$ cat config.mk
export PLATFORM = sky130hd
export DESIGN_NAME = uart_sram_loader
export DESIGN_NICKNAME = d
export VERILOG_FILES = /design/src/rtl/uart_sram_loader.sv
export SDC_FILE = /design/constraint.sdc
export NUM_CORES = 1
export LEC_CHECK = 0
export ABC_AREA = 1
export BUFFER_PORTS_ARGS = -buffer_cell sky130_fd_sc_hd__buf_4
export CAP_MARGIN = 20
export CORE_AREA = 4 4 132 134
export CTS_BUF_LIST = sky130_fd_sc_hd__clkbuf_4 sky130_fd_sc_hd__clkbuf_8 sky130_fd_sc_hd__clkbuf_16
export DETAILED_ROUTE_END_ITERATION = 10
export DIE_AREA = 0 0 136 138
export HOLD_SLACK_MARGIN = 0.05
export PLACE_DENSITY_LB_ADDON = 0.12
export SLEW_MARGIN = 20
export SYNTH_ARGS = -nofsm -noshare
export SYNTH_HDL_FRONTEND = slang
export SYNTH_SLANG_ARGS = --single-unit
$ cat constraint.sdc
create_clock -name clk -period 5.6 [get_ports clk]
set_clock_uncertainty 0.1 [all_clocks]
set_input_delay 0.28 -clock clk [delete_from_list [all_inputs] [get_ports clk]]
set_output_delay 0.28 -clock clk [all_outputs]
set_load 0.01 [all_outputs]
$ cat src/rtl/uart_sram_loader.sv
// Loads WORDS words from a parallel-bus UART into asynchronous SRAM, then reads them back and
// echoes every byte over the UART (little-endian byte order within each word).
module uart_sram_loader #(
    parameter int unsigned DATA_W    = 32,
    parameter int unsigned ADDR_W    = 20,
    parameter int unsigned WORDS     = 4,
    parameter int unsigned BASE_ADDR = 0,
    parameter int unsigned WAIT_CYC  = 2
) (
    input  logic                clk,
    input  logic                rst,
    input  logic                start,
    output logic                busy,
    output logic                done,
    output logic [ADDR_W:0]     word_cnt,
    output logic                uart_rdn,
    output logic                uart_wrn,
    input  logic                uart_dataready,
    input  logic                uart_tbre,
    input  logic                uart_tsre,
    input  logic [7:0]          uart_d_i,
    output logic [7:0]          uart_d_o,
    output logic                uart_d_oe,
    output logic [ADDR_W-1:0]   ram_addr,
    input  logic [DATA_W-1:0]   ram_d_i,
    output logic [DATA_W-1:0]   ram_d_o,
    output logic                ram_d_oe,
    output logic                ram_ce_n,
    output logic                ram_oe_n,
    output logic                ram_we_n,
    output logic [DATA_W/8-1:0] ram_be_n
);

    localparam int unsigned NB = DATA_W / 8;
    localparam int unsigned KW = (NB > 1) ? $clog2(NB) : 1;
    localparam int unsigned CW = $clog2(WAIT_CYC + 2);

    // One-hot so every strobe is taken straight from a single state flop.
    localparam int unsigned I_IDLE    = 0;
    localparam int unsigned I_RX_WAIT = 1;
    localparam int unsigned I_RX_RD   = 2;
    localparam int unsigned I_WR      = 3;
    localparam int unsigned I_WR_HOLD = 4;
    localparam int unsigned I_RD      = 5;
    localparam int unsigned I_TX_LOAD = 6;
    localparam int unsigned I_TX_WR   = 7;
    localparam int unsigned I_TX_TBRE = 8;
    localparam int unsigned I_TX_TSRE = 9;
    localparam int unsigned I_DONE    = 10;

    localparam logic [10:0] S_IDLE    = 11'(1) << I_IDLE;
    localparam logic [10:0] S_RX_WAIT = 11'(1) << I_RX_WAIT;
    localparam logic [10:0] S_RX_RD   = 11'(1) << I_RX_RD;
    localparam logic [10:0] S_WR      = 11'(1) << I_WR;
    localparam logic [10:0] S_WR_HOLD = 11'(1) << I_WR_HOLD;
    localparam logic [10:0] S_RD      = 11'(1) << I_RD;
    localparam logic [10:0] S_TX_LOAD = 11'(1) << I_TX_LOAD;
    localparam logic [10:0] S_TX_WR   = 11'(1) << I_TX_WR;
    localparam logic [10:0] S_TX_TBRE = 11'(1) << I_TX_TBRE;
    localparam logic [10:0] S_TX_TSRE = 11'(1) << I_TX_TSRE;
    localparam logic [10:0] S_DONE    = 11'(1) << I_DONE;

    localparam logic [KW-1:0]     K_LAST    = KW'(NB - 1);
    localparam logic [ADDR_W-1:0] W_LAST    = ADDR_W'(WORDS - 1);
    localparam logic [ADDR_W-1:0] BASE      = ADDR_W'(BASE_ADDR);
    localparam logic [CW-1:0]     CYC_LAST  = CW'(WAIT_CYC - 1);
    localparam logic [CW-1:0]     RD_LAST   = CW'(1);
    localparam logic [ADDR_W:0]   WCNT_ONE  = (ADDR_W + 1)'(1);

    logic [10:0]       r_state, w_state_d;
    logic [KW-1:0]     r_k, w_k_d;
    logic [ADDR_W-1:0] r_widx, w_widx_d;
    logic [CW-1:0]     r_cyc, w_cyc_d;
    logic [DATA_W-1:0] r_word, w_word_d;
    logic [ADDR_W:0]   r_wcnt, w_wcnt_d;
    logic [ADDR_W-1:0] w_addr;

    assign w_addr = BASE + r_widx;

    always_comb begin
        w_state_d = r_state;
        w_k_d     = r_k;
        w_widx_d  = r_widx;
        w_cyc_d   = r_cyc;
        w_word_d  = r_word;
        w_wcnt_d  = r_wcnt;
        case (r_state)
            S_IDLE: begin
                if (start) begin
                    w_state_d = S_RX_WAIT;
                    w_k_d     = '0;
                    w_widx_d  = '0;
                    w_wcnt_d  = '0;
                end
            end
            S_RX_WAIT: begin
                if (uart_dataready) begin
                    w_state_d = S_RX_RD;
                    w_cyc_d   = '0;
                end
            end
            S_RX_RD: begin
                if (r_cyc == RD_LAST) begin
                    w_word_d[{r_k, 3'b000} +: 8] = uart_d_i;
                    w_cyc_d = '0;
                    if (r_k == K_LAST) begin
                        w_state_d = S_WR;
                    end else begin
                        w_k_d     = r_k + KW'(1);
                        w_state_d = S_RX_WAIT;
                    end
                end else begin
                    w_cyc_d = r_cyc + CW'(1);
                end
            end
            S_WR: begin
                if (r_cyc == CYC_LAST) begin
                    w_state_d = S_WR_HOLD;
                end else begin
                    w_cyc_d = r_cyc + CW'(1);
                end
            end
            S_WR_HOLD: begin
                w_wcnt_d = r_wcnt + WCNT_ONE;
                w_cyc_d  = '0;
                w_k_d    = '0;
                if (r_widx == W_LAST) begin
                    w_widx_d  = '0;
                    w_state_d = S_RD;
                end else begin
                    w_widx_d  = r_widx + ADDR_W'(1);
                    w_state_d = S_RX_WAIT;
                end
            end
            S_RD: begin
                if (r_cyc == CYC_LAST) begin
                    w_word_d  = ram_d_i;
                    w_k_d     = '0;
                    w_state_d = S_TX_LOAD;
                end else begin
                    w_cyc_d = r_cyc + CW'(1);
                end
            end
            S_TX_LOAD: w_state_d = S_TX_WR;
            S_TX_WR:   w_state_d = S_TX_TBRE;
            S_TX_TBRE: begin
                if (uart_tbre) w_state_d = S_TX_TSRE;
            end
            S_TX_TSRE: begin
                if (uart_tsre) begin
                    if (r_k != K_LAST) begin
                        w_k_d     = r_k + KW'(1);
                        w_state_d = S_TX_LOAD;
                    end else if (r_widx != W_LAST) begin
                        w_widx_d  = r_widx + ADDR_W'(1);
                        w_cyc_d   = '0;
                        w_state_d = S_RD;
                    end else begin
                        w_state_d = S_DONE;
                    end
                end
            end
            S_DONE:  w_state_d = S_IDLE;
            default: w_state_d = S_IDLE;
        endcase
    end

    always_ff @(posedge clk or posedge rst) begin
        if (rst) begin
            r_state <= S_IDLE;
            r_k     <= '0;
            r_widx  <= '0;
            r_cyc   <= '0;
            r_word  <= '0;
            r_wcnt  <= '0;
        end else begin
            r_state <= w_state_d;
            r_k     <= w_k_d;
            r_widx  <= w_widx_d;
            r_cyc   <= w_cyc_d;
            r_word  <= w_word_d;
            r_wcnt  <= w_wcnt_d;
        end
    end

    always_comb begin
        busy      = ~r_state[I_IDLE];
        done      = r_state[I_DONE];
        word_cnt  = r_wcnt;
        uart_rdn  = ~r_state[I_RX_RD];
        uart_wrn  = ~r_state[I_TX_WR];
        uart_d_oe = r_state[I_TX_LOAD] | r_state[I_TX_WR];
        uart_d_o  = uart_d_oe ? r_word[{r_k, 3'b000} +: 8] : 8'h00;
        ram_ce_n  = ~(r_state[I_WR] | r_state[I_RD]);
        ram_we_n  = ~r_state[I_WR];
        ram_oe_n  = ~r_state[I_RD];
        ram_d_oe  = r_state[I_WR] | r_state[I_WR_HOLD];
        ram_d_o   = ram_d_oe ? r_word : '0;
        ram_addr  = (r_state[I_WR] | r_state[I_WR_HOLD] | r_state[I_RD]) ? w_addr : '0;
        ram_be_n  = '0;
    end

endmodule
==> impl_metrics.yaml <==
cts:
  hold_buffers: 1
  htreeDepth: 3
  clock_sinks: 88
  cts_root_buf: "clkbuf_16"
  postCtsSetupRepairBufs: 0
  cts_made_buffers: 9
  cts_buffer_depth: 2
  cts_resized: 0
  path_clk_slew_ns: 0.07
  cts_tree: "done"
  clk_latency_ns: 0.35
detailed_routing:
  wl_mm: 19.6
  vias_per_cell: 5.00
  first_pass_iters: 5
  drt_iter0_markers: 548
  antenna_left: 0
  drc: 0
  vias: 6509
  wl_per_cell_microns: 15.0
floorplanning:
  core-area_sq_um: 16300
  die_w_microns: 136
  num_rows: 47
  start_util_pct: 39.0
  die_h_microns: 138
  boundaryPins: 140
  die_area_sq_um: 18800
layout:
  final_nets: 1133
  syn_to_final_growth_pct: 22.4
  antenna_cells: 0
  nFillCells: 1762
  final_cell_mix: "nand2_1, nor2_1, buf_4"
  mostFrequentLayoutCell: "nand2_1"
  final_util_pct: 47.7
  design_area_sq_um: 7770
  drive_above_1_share_pct: 17.1
placed_design:
  place_area_sq_um: 7470
  post-place-ws_ns: 2.44
  place_congestion: 0.892
  io_buffers: 135
  hpwl_mm: 14.8
global_routing:
  grt_start_max_net_pins: 77
  grt_pass1_vias: 6206
  grt_pass1_wl_mm: 32.0
  grt_antenna_before_repair: 0
  grt.overflow.total: 0
  grt.total_usage_pct: 21.0
worst_setup_path:
  crit_path_max_fanout: 30
  crit_arrival_ns: 3.39
  critPathLaunchType: "flop"
  end_kind: "flop"
  path_class: "reg -> reg"
  cp.required_ns: 5.77
yosys:
  netlist_instances: 965
  yosysSeqAreaShare_pct: 34.7
  syn_area_sq_um: 6350
  syn_area_per_cell_sq_um: 6.58
  yosysTopAreaCellShare_pct: 34.3
  synth_cell_type_count: 38
  synth.area.top_cells: "dfrtp_1, nand2_1, nor2_1"
  ys_seq_elements: 88
  synth_largest_area_cell: "dfrtp_1"
  ys_warn_count: 0
run_status:
  status: "finished clean"
timing:
  fin_crit_ns: 3.22
  slew_headroom_pct: 47.7
  max_freq_mhz: 310
  setup_ws_ns: 2.38
  rsz0062_at_grt: "false"
  fin_crit_sh_pct: 57.5
  finalSetupViolations: 0
  tns_ns: 0
  tightest_slew_ns: 0.784
  slew_viol_final: 0
  hold_viol_final: 0
power:
  total_power_w: 0.00193
  power_density_nw_per_um2: 249
  peakVddDrop_uv: 161
  leakagePower_nw: 4.01
hold_path:
  holdCritPathClass: "in -> reg"
flow_run:
  cap_violations: 0
-- kinds of logic (layout without fill, tap and decap cells) --
kind of cell,count (synthesis),in the layout,synth area share [%]
compound gates,180,180,15.1
xor+xnor,26,26,3.59
fa+ha+maj,9,9,1.77
buf+inv,170,285,11.0
flops,88,88,34.7
other cells,1,4,0.0590
simple gates,491,491,33.8
-- worst max-delay path: stages (launching register included) --
cell and delay, ns:
dfrtp_1 0.85, inv_1 0.60, ha_1 0.50, inv_1 0.41, nand2_1 0.13, nor2_1 0.15, nand2_1 0.07, nand2_1 0.07
o21ai_0 0.10, o21ai_1 0.15
-- power by group --
group | leakage [nW] | switching, W | internal (W)
Clock | 0.138 | 0.000266 | 0.000331
Sequential | 1.05 | 0.0000323 | 0.000665
Combinational | 2.82 | 0.000451 | 0.000188
Total | 4.01 | 0.000749 | 0.00118
-- state kept, by name (all words and copies together), names as in the netlist --
signal / cells
r_cyc: 2
r_k: 2
r_state: 11
r_widx: 20
r_word: 32
word_cnt: 21
-- metrics by stage --
step / cells / hold slack (ns)
floorplan: 968 / 0.350
global placement: 1286 / 0.109
detailed placement: 1286 / 0.113
CTS: 1303 / 0.0959
global route: 1303 / 0.114
finish: 1303 / 0.112
-- area by class of cell --
type                            instances  area (sq um)  share of cell area, %
Multi-Input combinational cell        710          3460                   44.5
Sequential cell                        88          2200                   28.4
Timing Repair Buffer                  140          1060                   13.6
Inverter                              129           485                   6.25
Tap cell                              220           275                   3.54
Clock buffer                           12           260                   3.35
Clock inverter                          4          28.8                  0.370
-- synth_stat cells --
master	instances
buf_6	4
a21oi_2	1
dfrtp_1	87
dfstp_2	1
buf_2	8
nand2_2	4
nand3_1	79
o22ai_1	11
nand3b_1	2
nor2_4	4
nor2_8	2
o21ai_0	71
clkbuf_1	22
a21oi_1	54
nand2_4	6
xnor2_1	3
nor2_2	2
nor3_1	13
xor2_1	23
clkinv_1	3
nand2_1	220
and3_1	1
a21oi_4	1
buf_4	6
inv_1	123
inv_2	3
o21ai_2	2
nor2_1	139
o211ai_1	8
ha_1	9
nand3_2	1
nor3_2	1
and2_1	2
conb_1	1
buf_1	1
or2_1	1
o21ai_1	32
nand4_1	14
-- path summary, 6_finish.rpt --
| path | to | start | slack [ns] | cells past startpoint |
|---|---|---|---|---|
| max in group asynchronous | r_state[4] | rst | 4.13 | 4 |
| min in group asynchronous | word_cnt[3] | rst | 0.31 | 3 |
| setup reg to reg | r_word[31] | r_k[0] | 2.38 | 9 |
| setup / recovery | r_word[31] | r_k[0] | 2.38 | 9 |
| hold / removal | r_word[16] | ram_d_i[16] | 0.11 | 3 |
| hold reg to reg | r_word[9] | r_word[9] | 0.39 | 2 |
-- routing by layer --
metal / share of wire [%] / track usage [%] / up-vias / wire [microns]
met3: 5.8 / 2.76 / 28 / 1140
met4: 2.6 / 7.69 / 0 / 510
met1: 47 / 30.4 / 2942 / 9230
met2: 44 / 32.0 / 216 / 8710
met5: 0 / 0 / - / 0
li1: - / - / 3323 / -
(Power assumes the default switching activity.)
